## config.mk

```make
export PLATFORM = sky130hd
export DESIGN_NAME = resp_bus_arbiter_flat
export DESIGN_NICKNAME = d
export VERILOG_FILES = /design/src/rtl/resp_bus_arbiter_pkg.sv /design/src/rtl/resp_bus_arbiter_if.sv /design/src/rtl/resp_bus_arbiter_rr_pick3.sv /design/src/rtl/resp_bus_arbiter.sv /design/src/flat_wrapper.sv
export SDC_FILE = /design/constraint.sdc
export NUM_CORES = 1
export LEC_CHECK = 0
export BUFFER_PORTS_ARGS = -buffer_cell sky130_fd_sc_hd__buf_2
export CAP_MARGIN = 20
export CORE_ASPECT_RATIO = 1.1
export CORE_MARGIN = 8
export CORE_UTILIZATION = 30
export DETAILED_ROUTE_END_ITERATION = 8
export GPL_TIMING_DRIVEN = 0
export PLACE_DENSITY_LB_ADDON = 0.05
export SETUP_SLACK_MARGIN = 0.15
export SYNTH_ARGS = -nofsm -noshare
export SYNTH_HDL_FRONTEND = slang
export SYNTH_SLANG_ARGS = --single-unit
export TNS_END_PERCENT = 50
```

## constraint.sdc

```tcl
create_clock -name i_clk -period 2.1 [get_ports i_clk]
set_input_delay 0.42 -clock i_clk [delete_from_list [all_inputs] [get_ports i_clk]]
set_output_delay 0.42 -clock i_clk [all_outputs]
set_load 0.1 [all_outputs]
```

## src/rtl/resp_bus_arbiter_pkg.sv

```systemverilog
// Shared definitions for the uplink response arbiter.
//   - BUS_W     : width of the uplink data and len fields
//   - SRC_*     : source IDs, matching the downlink header classes
//   - state_t   : arbiter FSM encoding
//   - src_onehot / onehot_src : conversions between source ID and grant vector
package resp_bus_arbiter_pkg;

   localparam int BUS_W = 8;

   localparam logic [1:0] SRC_ADC   = 2'd0;
   localparam logic [1:0] SRC_FLASH = 2'd1;
   localparam logic [1:0] SRC_CTRL  = 2'd2;

   typedef enum logic [1:0] {
      ST_IDLE  = 2'd0,
      ST_GRANT = 2'd1,
      ST_XFER  = 2'd2,
      ST_GAP   = 2'd3
   } state_t;

   function automatic logic [2:0] src_onehot(input logic [1:0] src);
      logic [2:0] oh;
      oh = 3'b000;
      case (src)
         SRC_ADC:   oh = 3'b001;
         SRC_FLASH: oh = 3'b010;
         SRC_CTRL:  oh = 3'b100;
         default:   oh = 3'b000;
      endcase
      return oh;
   endfunction

   function automatic logic [1:0] onehot_src(input logic [2:0] oh);
      logic [1:0] src;
      src = SRC_ADC;
      if (oh[1]) src = SRC_FLASH;
      if (oh[2]) src = SRC_CTRL;
      return src;
   endfunction

endpackage

```

## src/rtl/resp_bus_arbiter_if.sv

```systemverilog
// Bundle of the three sink-side request/packet buses and the shared uplink.
//   sink side (per adc/flash/ctrl): req, grant, data, len, last, valid
//   uplink: o_up_data, o_up_len, o_up_last, o_up_valid
//   status: o_busy, o_timeout, o_len_err
// Handshake: a sink holds req until its grant rises, then streams beats
// with valid=1 (gaps with valid=0 allowed); last=1 marks the final beat.
// There is no backpressure: every granted valid beat is taken and shows up
// on the uplink exactly one cycle later.
// Modports: slave = arbiter side, master = sink/uplink-consumer side.
interface resp_bus_arbiter_if;
   import resp_bus_arbiter_pkg::*;

   logic             i_adc_req,   o_adc_grant,   i_adc_last,   i_adc_valid;
   logic [BUS_W-1:0] i_adc_data,  i_adc_len;
   logic             i_flash_req, o_flash_grant, i_flash_last, i_flash_valid;
   logic [BUS_W-1:0] i_flash_data, i_flash_len;
   logic             i_ctrl_req,  o_ctrl_grant,  i_ctrl_last,  i_ctrl_valid;
   logic [BUS_W-1:0] i_ctrl_data, i_ctrl_len;

   logic [BUS_W-1:0] o_up_data, o_up_len;
   logic             o_up_last, o_up_valid;
   logic             o_busy, o_timeout, o_len_err;

   modport slave (
      input  i_adc_req, i_adc_data, i_adc_len, i_adc_last, i_adc_valid,
      input  i_flash_req, i_flash_data, i_flash_len, i_flash_last, i_flash_valid,
      input  i_ctrl_req, i_ctrl_data, i_ctrl_len, i_ctrl_last, i_ctrl_valid,
      output o_adc_grant, o_flash_grant, o_ctrl_grant,
      output o_up_data, o_up_len, o_up_last, o_up_valid,
      output o_busy, o_timeout, o_len_err
   );

   modport master (
      output i_adc_req, i_adc_data, i_adc_len, i_adc_last, i_adc_valid,
      output i_flash_req, i_flash_data, i_flash_len, i_flash_last, i_flash_valid,
      output i_ctrl_req, i_ctrl_data, i_ctrl_len, i_ctrl_last, i_ctrl_valid,
      input  o_adc_grant, o_flash_grant, o_ctrl_grant,
      input  o_up_data, o_up_len, o_up_last, o_up_valid,
      input  o_busy, o_timeout, o_len_err
   );

endinterface

```

## src/rtl/resp_bus_arbiter_rr_pick3.sv

```systemverilog
// Combinational three-way round-robin picker.
//   i_req[2:0]     : request vector (bit index = source ID)
//   i_last_winner  : source ID that won the previous arbitration
//   o_winner[2:0]  : one-hot winner, zero when no request
// The search starts at the source after i_last_winner, order adc, flash, ctrl.
module rr_pick3
   import resp_bus_arbiter_pkg::*;
(
   input  logic [2:0] i_req,
   input  logic [1:0] i_last_winner,
   output logic [2:0] o_winner
);

   always_comb begin
      o_winner = 3'b000;
      case (i_last_winner)
         SRC_ADC: begin
            if      (i_req[1]) o_winner = 3'b010;
            else if (i_req[2]) o_winner = 3'b100;
            else if (i_req[0]) o_winner = 3'b001;
         end
         SRC_FLASH: begin
            if      (i_req[2]) o_winner = 3'b100;
            else if (i_req[0]) o_winner = 3'b001;
            else if (i_req[1]) o_winner = 3'b010;
         end
         default: begin
            if      (i_req[0]) o_winner = 3'b001;
            else if (i_req[1]) o_winner = 3'b010;
            else if (i_req[2]) o_winner = 3'b100;
         end
      endcase
   end

endmodule

```

## src/rtl/resp_bus_arbiter.sv

```systemverilog
// Packet-level round-robin arbiter sharing one uplink between adc, flash
// and ctrl. A granted sink streams one packet; each valid beat is forwarded
// with one registered cycle of latency. A start/stall timeout aborts a
// grant, and the beat count at last is checked against the len field.
// Ports:
//   i_clk, i_rst_n : clock, asynchronous active-low reset
//   bus            : sink buses, uplink and status (resp_bus_arbiter_if.slave)
//   o_dbg_state    : current FSM state
module resp_bus_arbiter
   import resp_bus_arbiter_pkg::*;
#(
   parameter int TIMEOUT    = 64,
   parameter int GAP_CYCLES = 1
)(
   input  logic                  i_clk,
   input  logic                  i_rst_n,
   resp_bus_arbiter_if.slave     bus,
   output state_t                o_dbg_state
);

   localparam int               TMO_W    = $clog2(TIMEOUT + 1);
   localparam logic [TMO_W-1:0] TMO_LAST = TMO_W'(TIMEOUT - 1);
   localparam logic [3:0]       GAP_LAST = 4'(GAP_CYCLES - 1);
   // Where a finished or aborted packet leads.
   localparam state_t           ST_POST  = (GAP_CYCLES == 0) ? ST_IDLE : ST_GAP;

   state_t           state_q, state_d;
   logic [1:0]       owner_q, owner_d;     // doubles as the RR pointer
   logic [TMO_W-1:0] tmo_q, tmo_d;
   logic [7:0]       beat_q, beat_d;
   logic [7:0]       len_q, len_d;
   logic [3:0]       gap_q, gap_d;
   logic             tmo_pulse_d, len_err_d;

   logic [BUS_W-1:0] up_data_q, up_len_q;
   logic             up_last_q, up_valid_q, timeout_q, len_err_q;

   logic [2:0]       req, winner, grant;
   logic [BUS_W-1:0] sel_data, sel_len;
   logic             sel_last, sel_valid, owned, beat;

   assign req = {bus.i_ctrl_req, bus.i_flash_req, bus.i_adc_req};

   rr_pick3 u_pick (
      .i_req         (req),
      .i_last_winner (owner_q),
      .o_winner      (winner)
   );

   // Only the owner's bus is ever looked at, so foreign valids cannot leak.
   always_comb begin
      sel_data  = bus.i_adc_data;
      sel_len   = bus.i_adc_len;
      sel_last  = bus.i_adc_last;
      sel_valid = bus.i_adc_valid;
      case (owner_q)
         SRC_FLASH: begin
            sel_data  = bus.i_flash_data;
            sel_len   = bus.i_flash_len;
            sel_last  = bus.i_flash_last;
            sel_valid = bus.i_flash_valid;
         end
         SRC_CTRL: begin
            sel_data  = bus.i_ctrl_data;
            sel_len   = bus.i_ctrl_len;
            sel_last  = bus.i_ctrl_last;
            sel_valid = bus.i_ctrl_valid;
         end
         default: ;
      endcase
   end

   assign owned = (state_q == ST_GRANT) || (state_q == ST_XFER);
   assign beat  = owned && sel_valid;
   assign grant = owned ? src_onehot(owner_q) : 3'b000;

   always_comb begin
      state_d     = state_q;
      owner_d     = owner_q;
      tmo_d       = tmo_q;
      beat_d      = beat_q;
      len_d       = len_q;
      gap_d       = gap_q;
      tmo_pulse_d = 1'b0;
      len_err_d   = 1'b0;
      case (state_q)
         ST_IDLE: begin
            if (|req) begin
               owner_d = onehot_src(winner);
               tmo_d   = '0;
               state_d = ST_GRANT;
            end
         end
         ST_GRANT, ST_XFER: begin
            if (sel_valid) begin
               tmo_d = '0;
               // First beat (in GRANT) restarts the count and captures len.
               if (state_q == ST_GRANT) begin
                  beat_d = 8'd1;
                  len_d  = sel_len;
               end else begin
                  beat_d = beat_q + 8'd1;
               end
               if (sel_last) begin
                  len_err_d = (state_q == ST_GRANT) ? (sel_len != 8'd1)
                                                    : (beat_q + 8'd1 != len_q);
                  gap_d     = '0;
                  state_d   = ST_POST;
               end else begin
                  state_d   = ST_XFER;
               end
            end else if (tmo_q == TMO_LAST) begin
               tmo_pulse_d = 1'b1;
               gap_d       = '0;
               state_d     = ST_POST;
            end else begin
               tmo_d = tmo_q + 1'b1;
            end
         end
         ST_GAP: begin
            if (gap_q == GAP_LAST) state_d = ST_IDLE;
            else                   gap_d   = gap_q + 4'd1;
         end
         default: state_d = ST_IDLE;
      endcase
   end

   always_ff @(posedge i_clk or negedge i_rst_n) begin
      if (!i_rst_n) begin
         state_q    <= ST_IDLE;
         owner_q    <= SRC_CTRL;    // adc searched first after reset
         tmo_q      <= '0;
         beat_q     <= '0;
         len_q      <= '0;
         gap_q      <= '0;
         up_data_q  <= '0;
         up_len_q   <= '0;
         up_last_q  <= 1'b0;
         up_valid_q <= 1'b0;
         timeout_q  <= 1'b0;
         len_err_q  <= 1'b0;
      end else begin
         state_q    <= state_d;
         owner_q    <= owner_d;
         tmo_q      <= tmo_d;
         beat_q     <= beat_d;
         len_q      <= len_d;
         gap_q      <= gap_d;
         up_data_q  <= beat ? sel_data : '0;
         up_len_q   <= beat ? sel_len  : '0;
         up_last_q  <= beat && sel_last;
         up_valid_q <= beat;
         timeout_q  <= tmo_pulse_d;
         len_err_q  <= len_err_d;
      end
   end

   assign bus.o_adc_grant   = grant[0];
   assign bus.o_flash_grant = grant[1];
   assign bus.o_ctrl_grant  = grant[2];
   assign bus.o_up_data     = up_data_q;
   assign bus.o_up_len      = up_len_q;
   assign bus.o_up_last     = up_last_q;
   assign bus.o_up_valid    = up_valid_q;
   assign bus.o_busy        = owned;
   assign bus.o_timeout     = timeout_q;
   assign bus.o_len_err     = len_err_q;
   assign o_dbg_state       = state_q;

endmodule
```

## src/flat_wrapper.sv

```systemverilog
// flat-port wrapper written by rule: the top's interface ports become plain ports
module resp_bus_arbiter_flat import resp_bus_arbiter_pkg::*;
#(
   parameter int TIMEOUT    = 64,
   parameter int GAP_CYCLES = 1
)
  (i_clk, i_rst_n, o_dbg_state, bus_i_adc_req, bus_i_adc_data, bus_i_adc_len, bus_i_adc_last, bus_i_adc_valid, bus_i_flash_req, bus_i_flash_data, bus_i_flash_len, bus_i_flash_last, bus_i_flash_valid, bus_i_ctrl_req, bus_i_ctrl_data, bus_i_ctrl_len, bus_i_ctrl_last, bus_i_ctrl_valid, bus_o_adc_grant, bus_o_flash_grant, bus_o_ctrl_grant, bus_o_up_data, bus_o_up_len, bus_o_up_last, bus_o_up_valid, bus_o_busy, bus_o_timeout, bus_o_len_err);
  resp_bus_arbiter_if bus_i ();
  input  logic i_clk;
  input  logic i_rst_n;
  output state_t o_dbg_state;
  input wire logic [$bits(bus_i.i_adc_req)-1:0] bus_i_adc_req;
  input wire logic [$bits(bus_i.i_adc_data)-1:0] bus_i_adc_data;
  input wire logic [$bits(bus_i.i_adc_len)-1:0] bus_i_adc_len;
  input wire logic [$bits(bus_i.i_adc_last)-1:0] bus_i_adc_last;
  input wire logic [$bits(bus_i.i_adc_valid)-1:0] bus_i_adc_valid;
  input wire logic [$bits(bus_i.i_flash_req)-1:0] bus_i_flash_req;
  input wire logic [$bits(bus_i.i_flash_data)-1:0] bus_i_flash_data;
  input wire logic [$bits(bus_i.i_flash_len)-1:0] bus_i_flash_len;
  input wire logic [$bits(bus_i.i_flash_last)-1:0] bus_i_flash_last;
  input wire logic [$bits(bus_i.i_flash_valid)-1:0] bus_i_flash_valid;
  input wire logic [$bits(bus_i.i_ctrl_req)-1:0] bus_i_ctrl_req;
  input wire logic [$bits(bus_i.i_ctrl_data)-1:0] bus_i_ctrl_data;
  input wire logic [$bits(bus_i.i_ctrl_len)-1:0] bus_i_ctrl_len;
  input wire logic [$bits(bus_i.i_ctrl_last)-1:0] bus_i_ctrl_last;
  input wire logic [$bits(bus_i.i_ctrl_valid)-1:0] bus_i_ctrl_valid;
  output wire logic [$bits(bus_i.o_adc_grant)-1:0] bus_o_adc_grant;
  output wire logic [$bits(bus_i.o_flash_grant)-1:0] bus_o_flash_grant;
  output wire logic [$bits(bus_i.o_ctrl_grant)-1:0] bus_o_ctrl_grant;
  output wire logic [$bits(bus_i.o_up_data)-1:0] bus_o_up_data;
  output wire logic [$bits(bus_i.o_up_len)-1:0] bus_o_up_len;
  output wire logic [$bits(bus_i.o_up_last)-1:0] bus_o_up_last;
  output wire logic [$bits(bus_i.o_up_valid)-1:0] bus_o_up_valid;
  output wire logic [$bits(bus_i.o_busy)-1:0] bus_o_busy;
  output wire logic [$bits(bus_i.o_timeout)-1:0] bus_o_timeout;
  output wire logic [$bits(bus_i.o_len_err)-1:0] bus_o_len_err;
  assign bus_i.i_adc_req = bus_i_adc_req;
  assign bus_i.i_adc_data = bus_i_adc_data;
  assign bus_i.i_adc_len = bus_i_adc_len;
  assign bus_i.i_adc_last = bus_i_adc_last;
  assign bus_i.i_adc_valid = bus_i_adc_valid;
  assign bus_i.i_flash_req = bus_i_flash_req;
  assign bus_i.i_flash_data = bus_i_flash_data;
  assign bus_i.i_flash_len = bus_i_flash_len;
  assign bus_i.i_flash_last = bus_i_flash_last;
  assign bus_i.i_flash_valid = bus_i_flash_valid;
  assign bus_i.i_ctrl_req = bus_i_ctrl_req;
  assign bus_i.i_ctrl_data = bus_i_ctrl_data;
  assign bus_i.i_ctrl_len = bus_i_ctrl_len;
  assign bus_i.i_ctrl_last = bus_i_ctrl_last;
  assign bus_i.i_ctrl_valid = bus_i_ctrl_valid;
  assign bus_o_adc_grant = bus_i.o_adc_grant;
  assign bus_o_flash_grant = bus_i.o_flash_grant;
  assign bus_o_ctrl_grant = bus_i.o_ctrl_grant;
  assign bus_o_up_data = bus_i.o_up_data;
  assign bus_o_up_len = bus_i.o_up_len;
  assign bus_o_up_last = bus_i.o_up_last;
  assign bus_o_up_valid = bus_i.o_up_valid;
  assign bus_o_busy = bus_i.o_busy;
  assign bus_o_timeout = bus_i.o_timeout;
  assign bus_o_len_err = bus_i.o_len_err;
  resp_bus_arbiter #(.TIMEOUT(TIMEOUT), .GAP_CYCLES(GAP_CYCLES)) u_core (.i_clk(i_clk), .i_rst_n(i_rst_n), .bus(bus_i), .o_dbg_state(o_dbg_state));
endmodule
```

==> impl_metrics.csv <==
group,metric,value,unit
synth,ys_ff_latch,51,
worst_setup_path,worstPathRequired,2.36,ns
power_and_ir_drop,p_comb_share,75.0,%
power_and_ir_drop,p_int,0.00463,W
clock_tree,htreeDepth,2,
worst_setup_path,endpoint_kind,"flip-flop",
sta,fmax,457,MHz
worst_setup_path,slowest_delay,0.57,ns
synth,ys_top_cells_by_area,"dfrtp_1 44%, ha_1 5.3%, a22o_1 3.7%",
worst_setup_path,r2r_cells,8,
worst_setup_path,cp_max_fo,5,
clock_tree,tritoncts,"done",
sta,rsz0062_at_grt,"true",
run,cap_violations,0,
sta,finalSetupViolations,7,
placed_design,io_buffers,84,
worst_setup_path,crit_slowest_cell,"dfstp_2",
synth,async_flop_share,100,%
power_and_ir_drop,ir_worst_vdd,836,µV
routing,avgViaCountPerCell,4.92,
power_and_ir_drop,p_per_area,2000,mW/mm²
final_layout,multi_input_area,0.00186,mm²
power_and_ir_drop,leakagePower,2.05,nW
floorplanning,dieHeight,118,µm
clock_tree,insertion_delay,0.31,ns
clock_tree,holdBufCountCts,0,
routing,vias,2631,
floorplanning,start_util,30.6,%
final_layout,layout.nets,489,
clock_tree,cts-root-buf,"clkbuf_8",
sta,slew_headroom,65.4,%
worst_setup_path,path_class,"flip-flop to flip-flop",
routing,wl,9130,µm
grt,grt_overflow,0,
grt,antenna_found_initial,0,
grt,grt_pass1_vias,2611,
hold_path,hp-class,"primary input to async pin",
final_layout,fillCellCount,902,
synth,synth_fp_nets,361,
synth,synth_top_family_by_area,"compound AO/OA/AOI/OAI gates",
power_and_ir_drop,power.switching,0.00433,W
sta,setup_ws,-0.0869,ns
worst_setup_path,critical_path.top_delay_family,"compound AO/OA/AOI/OAI gates",
synth,synth_xor_area_share,4.02,%
synth,syn_inst,290,
synth,yosysWarnings,0,
sta,fin_hold_ws,0.0702,ns
grt,grt_max_degree,32,
final_layout,syn2layout_area_growth,58.3,%
placed_design,gp_congestion,0.770,
power_and_ir_drop,p_seq_share,17.3,%
grt,grt_pass1_wl,13800,µm
power_and_ir_drop,pwr-share-clk,7.7,%
power_and_ir_drop,power,0.00896,W
synth,synth_compound_area_share,20.2,%
floorplanning,die_area,0.0128,mm²
worst_setup_path,cp_data_arrival_time,2.45,ns
worst_setup_path,path_cells,"inv_2 -> ha_4 -> buf_6 -> buf_16 -> a211o_4 -> or3b_4 -> a21oi_2 -> a21o_1",
sta,fin_worst_skew,0.0123,ns
clock_tree,clk_pin_slew,0.10,ns
power_and_ir_drop,p_sw_share,48.3,%
synth,synthFlopType,"dfrtp_1",
floorplanning,placementRows,37,
clock_tree,cts_buffers,5,
worst_setup_path,worst-path-buf-inv,3,
routing,drt_first_pass_iters,4,
sta,slew_viol_final,0,
routing,drc,0,
routing,initialDrtViolationCount,69,
synth,ys_types,53,
sta,period_needed,2.19,ns
final_layout,drive_gt1_share,51.2,%
synth,synthAdderAreaFrac,5.30,%
synth,yosysSeqAreaShare,45.1,%
worst_setup_path,critPathLaunchType,"flip-flop",
sta,period_share,104,%
routing,wire_per_inst,17.1,µm
sta,timing.final.hold_violations,0,
synth,synth.avg_cell_area,9.77,µm²
status,failed_checks,"negative setup slack",
sta,worst_pin_slew,0.519,ns
grt,grtUsageTotal,13.7,%
worst_setup_path,cp.depth,8,
clock_tree,clock-sinks,51,
status,status,"finished with violations",
final_layout,regArea,0.00128,mm²
routing,ant_nets,0,
clock_tree,clockBufferDepth,2,
floorplanning,num_io_pins,85,
placed_design,dp_hpwl,6360,µm
final_layout,num_antenna_cells,0,
synth,synth-simple-area-share,16.5,%
synth,synth_edf_count,0,
synth,synth_top_area_share,44.2,%
synth,netlist_area,0.00283,mm²
floorplanning,fp.coreArea,0.00926,mm²
synth,synth.area.mux_share,5.12,%
floorplanning,die_x,109,µm
synth,synth_area_leader_cell,"dfrtp_1",
[stage by stage]
stage | setup TNS [ns] | instances | setup slack, ns | utilization [%] | instance area, µm²
2_1_floorplan | -0.458 | 290 | -0.132 | - | 2870
3_3_place_gp | -5.66 | 491 | -0.503 | 37.1 | 3430
3_5_place_dp | -4.95 | 492 | -0.505 | 37.3 | 3450
4_1_cts | -0.398 | 517 | -0.0887 | 42.6 | 3950
5_1_grt | -1.41 | 535 | -0.173 | 48.5 | 4490
6_report | -0.378 | 535 | -0.0869 | 48.5 | 4490
[routing by layer]
layer	wire length [µm]	track usage, %	vias up	share of wire, %
met4	116	4.03	0	1.3
met1	3730	16.0	1276	41
met5	0	0	-	0
li1	-	-	1296	-
met2	4850	23.8	50	53
met3	435	3.23	9	4.8
[timing repair]
action,4_1_cts,5_1_grt
cloned,1,3
endpoints found under the setup margin,51,50
pin swaps,8,34
gates resized for setup,55,87
buffers inserted,17,15
[power by group through the flow]
stage,clock network (W),registers [W],logic (W)
2_1_floorplan,0,0.00220,0.00255
6_report,0.000690,0.00155,0.00672
3_5_place_dp,0,0.00154,0.00412
5_1_grt,0.000749,0.00158,0.00715
4_1_cts,0.000722,0.00153,0.00522
3_3_place_gp,0,0.00154,0.00410
[flip-flops by register name, summed over array words and instances, names as in the netlist, 2 cells and up]
register              flops
u_core.o_dbg_state        2
u_core.tmo_q              7
u_core.beat_q             8
u_core.len_q              8
u_core.gap_q              4
u_core.owner_q            2
u_core.bus.o_up_len       8
u_core.bus.o_up_data      8
[final cells by class]
| cell class | count | share of cell area (%) |
|---|---|---|
| Multi-Input combinational cell | 215 | 41.6 |
| Sequential cell | 51 | 28.6 |
| Timing Repair Buffer | 121 | 19.7 |
| Tap cell | 117 | 3.26 |
| Buffer | 12 | 3.21 |
| Clock buffer | 6 | 1.62 |
| Inverter | 12 | 1.31 |
| Clock inverter | 1 | 0.669 |
[cells by family after synthesis]
family / count (synthesis)
multiplexers: 13
adder cells (fa/ha/maj): 12
AND/OR/NAND/NOR: 97
buffers and inverters: 24
AO/OA/AOI/OAI: 80
XOR/XNOR: 13
flip-flops: 51
[synthesized netlist by cell type, types with 6 or more instances]
library cell and number:
dfrtp_1 50, ha_1 12, a221oi_1 8, xor2_1 6, nor2_1 24, a21oi_1 15, xnor2_1 7, nand3_1 8
o21ai_1 6, nand2_1 27, inv_1 12, mux2i_1 10, nor3_1 16, a22o_1 12, o21ai_0 20
[path summary, 6_finish.rpt]
| kind | from | slack [ns] | end |
|---|---|---|---|
| max | u_core.owner_q[1]$_DFFE_PN1P_ | -0.09 | u_core.beat_q[2]$_DFFE_PN0P_ |
| min | i_rst_n | 0.07 | u_core.beat_q[2]$_DFFE_PN0P_ |
| max reg2reg | u_core.owner_q[1]$_DFFE_PN1P_ | -0.09 | u_core.beat_q[2]$_DFFE_PN0P_ |
| min reg2reg | u_core.tmo_q[3]$_DFFE_PN0P_ | 0.50 | u_core.tmo_q[3]$_DFFE_PN0P_ |
| max in group asynchronous | i_rst_n | 1.41 | u_core.owner_q[1]$_DFFE_PN1P_ |
| min in group i_clk | bus_i_flash_req | 0.38 | u_core.owner_q[0]$_DFFE_PN0P_ |
[placed cells by master (no fill, tap or decap), types with 11 or more instances in the layout]
master / n
a21oi_1: 11
buf_2: 83
nand2_1: 26
o21ai_1: 12
buf_4: 23
buf_6: 11
a22o_1: 12
o21ai_0: 13
dfrtp_1: 48
nor2_1: 16
(Power assumes the default switching activity.)
